--- src/rtl/instructions_pkg.sv ---
// Shared instruction-path types: packet format, length classes and RVC constants
// used by the alignment queue and later decode stages.
package instructions_pkg;

  localparam int unsigned HALFWORD_WIDTH = 16;
  localparam logic [1:0] RVC_QUADRANT_MASK = 2'b11;

  typedef logic [31:0] instr_packet;

  typedef enum logic [1:0] {
    INSTR_LEN_16,
    INSTR_LEN_32,
    INSTR_LEN_ILLEGAL
  } instr_len_t;

  // Halfwords consumed from the queue when an instruction of this length pops.
  function automatic logic [1:0] len_halfwords(input instr_len_t len);
    return (len == INSTR_LEN_32) ? 2'd2 : 2'd1;
  endfunction

endpackage

--- src/rtl/instr_len_decode.sv ---
// Instruction length classification from the first halfword of an instruction.
// Shared with the compressed-expander stage.
module instr_len_decode
  import instructions_pkg::*;
(
  input  logic [HALFWORD_WIDTH-1:0] hw,
  output instr_len_t                len
);

  always_comb begin
    len = INSTR_LEN_ILLEGAL;
    if ((hw[1:0] & RVC_QUADRANT_MASK) != RVC_QUADRANT_MASK) begin
      len = INSTR_LEN_16;
    end else if (hw[4:2] != 3'b111) begin
      len = INSTR_LEN_32;
    end
  end

endmodule

--- src/rtl/instr_align_queue.sv ---
// Halfword circular queue between fetch and decode: accepts aligned fetch blocks and
// presents one variable-length instruction at a time with its PC.
module instr_align_queue
  import instructions_pkg::*;
#(
  parameter int unsigned FETCH_HW = 2,
  parameter int unsigned DEPTH_HW = 8,
  parameter logic [31:0] RESET_PC = 32'h0000_0000
) (
  input  logic                         clk,
  input  logic                         rst,
  input  logic                         fetch_valid,
  output logic                         fetch_ready,
  input  logic [16*FETCH_HW-1:0]       fetch_data,
  input  logic                         flush,
  input  logic [31:0]                  flush_pc,
  output logic                         instr_valid,
  input  logic                         instr_ready,
  output logic [31:0]                  instr,
  output logic [31:0]                  instr_pc,
  output logic [1:0]                   instr_len
);

  localparam int unsigned AW = $clog2(DEPTH_HW);
  localparam int unsigned CW = AW + 1;

  logic [HALFWORD_WIDTH-1:0] mem [DEPTH_HW];
  logic [AW-1:0]             rd_ptr;
  logic [AW-1:0]             wr_ptr;
  logic [CW-1:0]             count;
  logic [31:0]               pc;
  logic                      skip;

  logic [HALFWORD_WIDTH-1:0] h0;
  logic [HALFWORD_WIDTH-1:0] h1;
  instr_len_t                head_len;
  logic                      pop;
  logic                      push;
  logic [CW-1:0]             pop_n;
  logic [CW-1:0]             push_n;

  assign h0 = mem[rd_ptr];
  assign h1 = mem[rd_ptr + AW'(1)];

  instr_len_decode u_len_decode (
    .hw  (h0),
    .len (head_len)
  );

  always_comb begin
    instr_valid = (count >= CW'(2)) || ((count == CW'(1)) && (head_len != INSTR_LEN_32));
    fetch_ready = ((CW'(DEPTH_HW) - count) >= CW'(FETCH_HW)) && !flush;
    pop         = instr_valid && instr_ready && !flush;
    push        = fetch_valid && fetch_ready;
    pop_n       = pop ? CW'(len_halfwords(head_len)) : '0;
    push_n      = push ? (skip ? CW'(FETCH_HW - 1) : CW'(FETCH_HW)) : '0;
    instr       = (head_len == INSTR_LEN_32) ? {h1, h0} : {16'h0000, h0};
    instr_pc    = pc;
    instr_len   = head_len;
  end

  // Storage is reset so the head reads as a zero 16-bit instruction out of reset.
  always_ff @(posedge clk or posedge rst) begin
    if (rst) begin
      for (int unsigned i = 0; i < DEPTH_HW; i++) mem[i] <= '0;
    end else if (push) begin
      for (int unsigned i = 0; i < FETCH_HW; i++) begin
        if (!skip) begin
          mem[wr_ptr + AW'(i)] <= fetch_data[i*HALFWORD_WIDTH +: HALFWORD_WIDTH];
        end else if (i >= 1) begin
          mem[wr_ptr + AW'(i - 1)] <= fetch_data[i*HALFWORD_WIDTH +: HALFWORD_WIDTH];
        end
      end
    end
  end

  always_ff @(posedge clk or posedge rst) begin
    if (rst) begin
      rd_ptr <= '0;
      wr_ptr <= '0;
      count  <= '0;
      pc     <= RESET_PC;
      skip   <= RESET_PC[1];
    end else if (flush) begin
      rd_ptr <= '0;
      wr_ptr <= '0;
      count  <= '0;
      pc     <= {flush_pc[31:1], 1'b0};
      skip   <= (FETCH_HW >= 2) ? flush_pc[1] : 1'b0;
    end else begin
      rd_ptr <= rd_ptr + AW'(pop_n);
      wr_ptr <= wr_ptr + AW'(push_n);
      count  <= count + push_n - pop_n;
      if (pop) pc <= pc + {29'd0, pop_n[1:0], 1'b0};
      if (push) skip <= 1'b0;
    end
  end

endmodule

--- config.mk ---
export PLATFORM = sky130hd
export DESIGN_NAME = instr_align_queue
export DESIGN_NICKNAME = d
export VERILOG_FILES = /design/src/rtl/instructions_pkg.sv /design/src/rtl/instr_len_decode.sv /design/src/rtl/instr_align_queue.sv
export SDC_FILE = /design/constraint.sdc
export NUM_CORES = 1
export LEC_CHECK = 0
export CORE_MARGIN = 2
export CORE_UTILIZATION = 54
export DETAILED_ROUTE_END_ITERATION = 12
export PLACE_DENSITY_LB_ADDON = 0.08
export SLEW_MARGIN = 20
export SYNTH_ARGS = -nofsm -noshare
export SYNTH_HDL_FRONTEND = slang
export SYNTH_SLANG_ARGS = --single-unit
--- constraint.sdc ---
create_clock -name clk -period 6.34 [get_ports clk]
set_input_delay 1.268 -clock clk [delete_from_list [all_inputs] [get_ports clk]]
set_output_delay 1.268 -clock clk [all_outputs]
set_load 0.005 [all_outputs]
==> reports/summary.txt <==
Run status = completed
Core area = 23300 um^2
CTS Hold Bufs = 0
Rows = 56
Worst hold path cell count = 2
Slowest stage delay, CP = 900 ps
Wire per inst = 22.9 um
Asr flop ratio synth = 100%
Initial Util = 54.5%
CP arrival = 4310 ps
Setup Viol. Count Final = 0
Pwr Density = 475 nW/um^2
Layout Utilization = 62.6%
Peak VDD IR = 0.292 mV
Die X = 157 um
Pre-CTS setup slack = 1160 ps
Leakage = 5.69 nW
Crit Path Max Fanout = 19
Worst reg-to-reg setup slack = 1090 ps
Antenna Nets Post-Route = 0
NetSw = 2.97 mW
Later-pin clock latency in the skew report = 460 ps
Reg2reg start = rd_ptr[2]
Worst Hold Path EP = instr_pc[31]
Vias per inst = 6.63
Postcts setup bufs = 0
Post-route setup slack = 766 ps
Gr usage total = 36.4%
Initial antenna violation count = 0
Least-Margin Pin Slew = 1190 ps
Worst setup EP type = primary output
Nets = 1708
Setup Skew = 15.7 ps
First-pass GRT wire length = 68700 um
Post-route clock period utilization = 87.9%
Synth Flop Type = dfrtp_1
DR vias = 12900
Syn nets = 1686
Final antenna diode count = 0
Commonest non-fill, non-tap cell in the layout = nand2_1
Die Area = 24700 um^2
Ports = 137
Area delta synth->final = 14.8%
Max-slew violation count = 0
Sw frac = 42.9%
Critical path class = reg2out
Dpl hpwl = 28900 um
Post_cts resized = 0
CTS tree = built
Crit Reg-Reg Endpoint = instr_pc[26]
Synth Area per Inst = 7.94 um^2
Highest Clock Rate = 0.179 GHz
FF+latch count, synth = 170
Comb power frac = 54.3%
Max Buffers Root-to-Sink = 2
Final Hold Violating Endpoints = 0
Most frequent cells in the layout = nand2_1 (324), a21oi_1 (172), nor2_1 (167), dfrtp_1 (167), clkdlybuf4s50_1 (134)
# port buffers = 134
CP max-delay cell = dfrtp_1
Routability congestion estimate = 0.945
Hold crit path type = reg2reg
Crit-path cells = mux4_1 > mux2i_1 > inv_1 > nand3_1 > nand2b_1 > a21oi_1 > clkdlybuf4s50_1
Die Ht = 157 um
Drt first pass iters = 6
Sequential share of power = 30.1%
DRT Wirelength = 44700 um
Total gr overflow = 0
Pint = 3.95 mW
DRC viols = 0
Synth Warn # = 0
Post-synth EDFFs = 0
Largest net degree at the start of global routing = 82
Max Cap Viol = 0
Slew margin rel. = 20.2%
Inserted Clock Buffers = 17
Sum Neg Setup Slack = 0 ps
WP data required = 5070 ps
R2r worst-path depth = 13
Root Buffer = clkbuf_16
Clock transition at path regs = 70 ps
Clock Power Share = 15.6%
Post-synthesis cell count = 1597
Vias in the first global route = 12100
Post-route minimum period = 5570 ps
CTS H-Tree Depth = 4
Synth unique cells = 57
Hold path startpoint = instr_pc[31]
CP Launch Type = flip-flop
Fraction of layout instances using a drive strength above 1 = 9.25%
Cell Area, Synth = 12700 um^2
RSZ-0062 raised after global routing = no
Proportion of synthesized chip area in sequential cells = 33.5%
# clock sinks = 170
Starting DRT DRC Count = 1649
## power by group through the flow
| stage | logic, mW | clock network, mW | registers, mW |
|---|---|---|---|
| global placement | 3.59 | 0 | 2.05 |
| floorplan | 2.55 | 0 | 1.85 |
| finish | 3.75 | 1.08 | 2.08 |
| CTS | 3.70 | 1.08 | 2.06 |
| detailed placement | 3.68 | 0 | 2.08 |
| global route | 4.06 | 1.13 | 2.15 |
## cell families (layout without fill, tap and decap cells)
group,count (synthesis),in the layout,share of synthesized area [%]
AND/OR/NAND/NOR,656,656,22.1
multiplexers,89,89,13.7
XOR/XNOR,21,21,1.45
other,1,1,0.0296
AO/OA/AOI/OAI,464,464,21.1
flip-flops,170,170,33.5
buffers and inverters,176,211,5.87
adder cells (fa/ha/maj),20,20,2.27
## routing by layer
layer,part of all wire [%],global-route usage (%),vias up,routed length [um]
met5,0,0,-,0
met4,4.9,17.9,0,2170
met3,11,6.58,155,4760
met2,47,57.1,849,20800
met1,38,48.9,6160,17000
li1,-,-,5775,-
## per-stage QoR
| stage | std cells | instance area [um^2] | power (mW) | hold WS (ps) |
|---|---|---|---|---|
| global route | 1951 | 14600 | 7.34 | 596 |
| CTS | 1951 | 14600 | 6.85 | 576 |
| floorplan | 1597 | 12700 | 4.40 | 526 |
| detailed placement | 1919 | 14000 | 5.76 | 566 |
| global placement | 1919 | 14000 | 5.64 | 551 |
| finish | 1951 | 14600 | 6.91 | 571 |
## sequential cells by signal (all words and copies together), names as in the netlist
name,cells
instr_pc,31
skip,1
wr_ptr,3
mem,128
rd_ptr,3
count,4
## layout make-up
class,count,area [um^2]
clock buffer,18,429
clock inverter,14,148
fill,2013,8700
inverter,22,87.6
multi-input combinational,1251,7720
sequential,170,4260
tap,319,399
timing repair buffer,157,1510
## synthesized netlist by cell type, types with 12 or more instances
library cell / instances / area share (%)
a21oi_1: 175 / 6.9
a31oi_1: 60 / 3.0
buf_1: 13 / 0.38
clkbuf_1: 124 / 3.7
dfrtp_1: 170 / 34
ha_1: 15 / 1.5
inv_1: 21 / 0.62
mux2_2: 15 / 1.3
mux4_2: 59 / 10
nand2_1: 324 / 9.6
nand3_1: 95 / 3.7
nor2_1: 167 / 4.9
o21ai_0: 94 / 3.7
o22ai_1: 98 / 4.8
or4_1: 12 / 0.71
xnor2_1: 15 / 1.0
## worst max path at each step
| stage | start | to | cells after the start |
|---|---|---|---|
| after global routing | rd_ptr[2] | instr[24] | 7 |
| after CTS | rd_ptr[2] | instr[22] | 7 |
| after global placement | instr_ready | instr_pc[28] | 12 |
| final | rd_ptr[2] | instr[24] | 7 |
| after detailed placement | rd_ptr[2] | instr_pc[26] | 13 |
| after floorplan | rst | count[0] | 1 |
## critical path, delay by kind of cell, from the launching register on
| family | cells | cell delay, ps |
|---|---|---|
| muxes | 2 | 1020 |
| DFF | 1 | 900 |
| and+or+nand+nor | 2 | 700 |
| buffers and inverters | 2 | 690 |
| AOI/OAI and AO/OA | 1 | 540 |
Power figures use the tool's default switching activity.
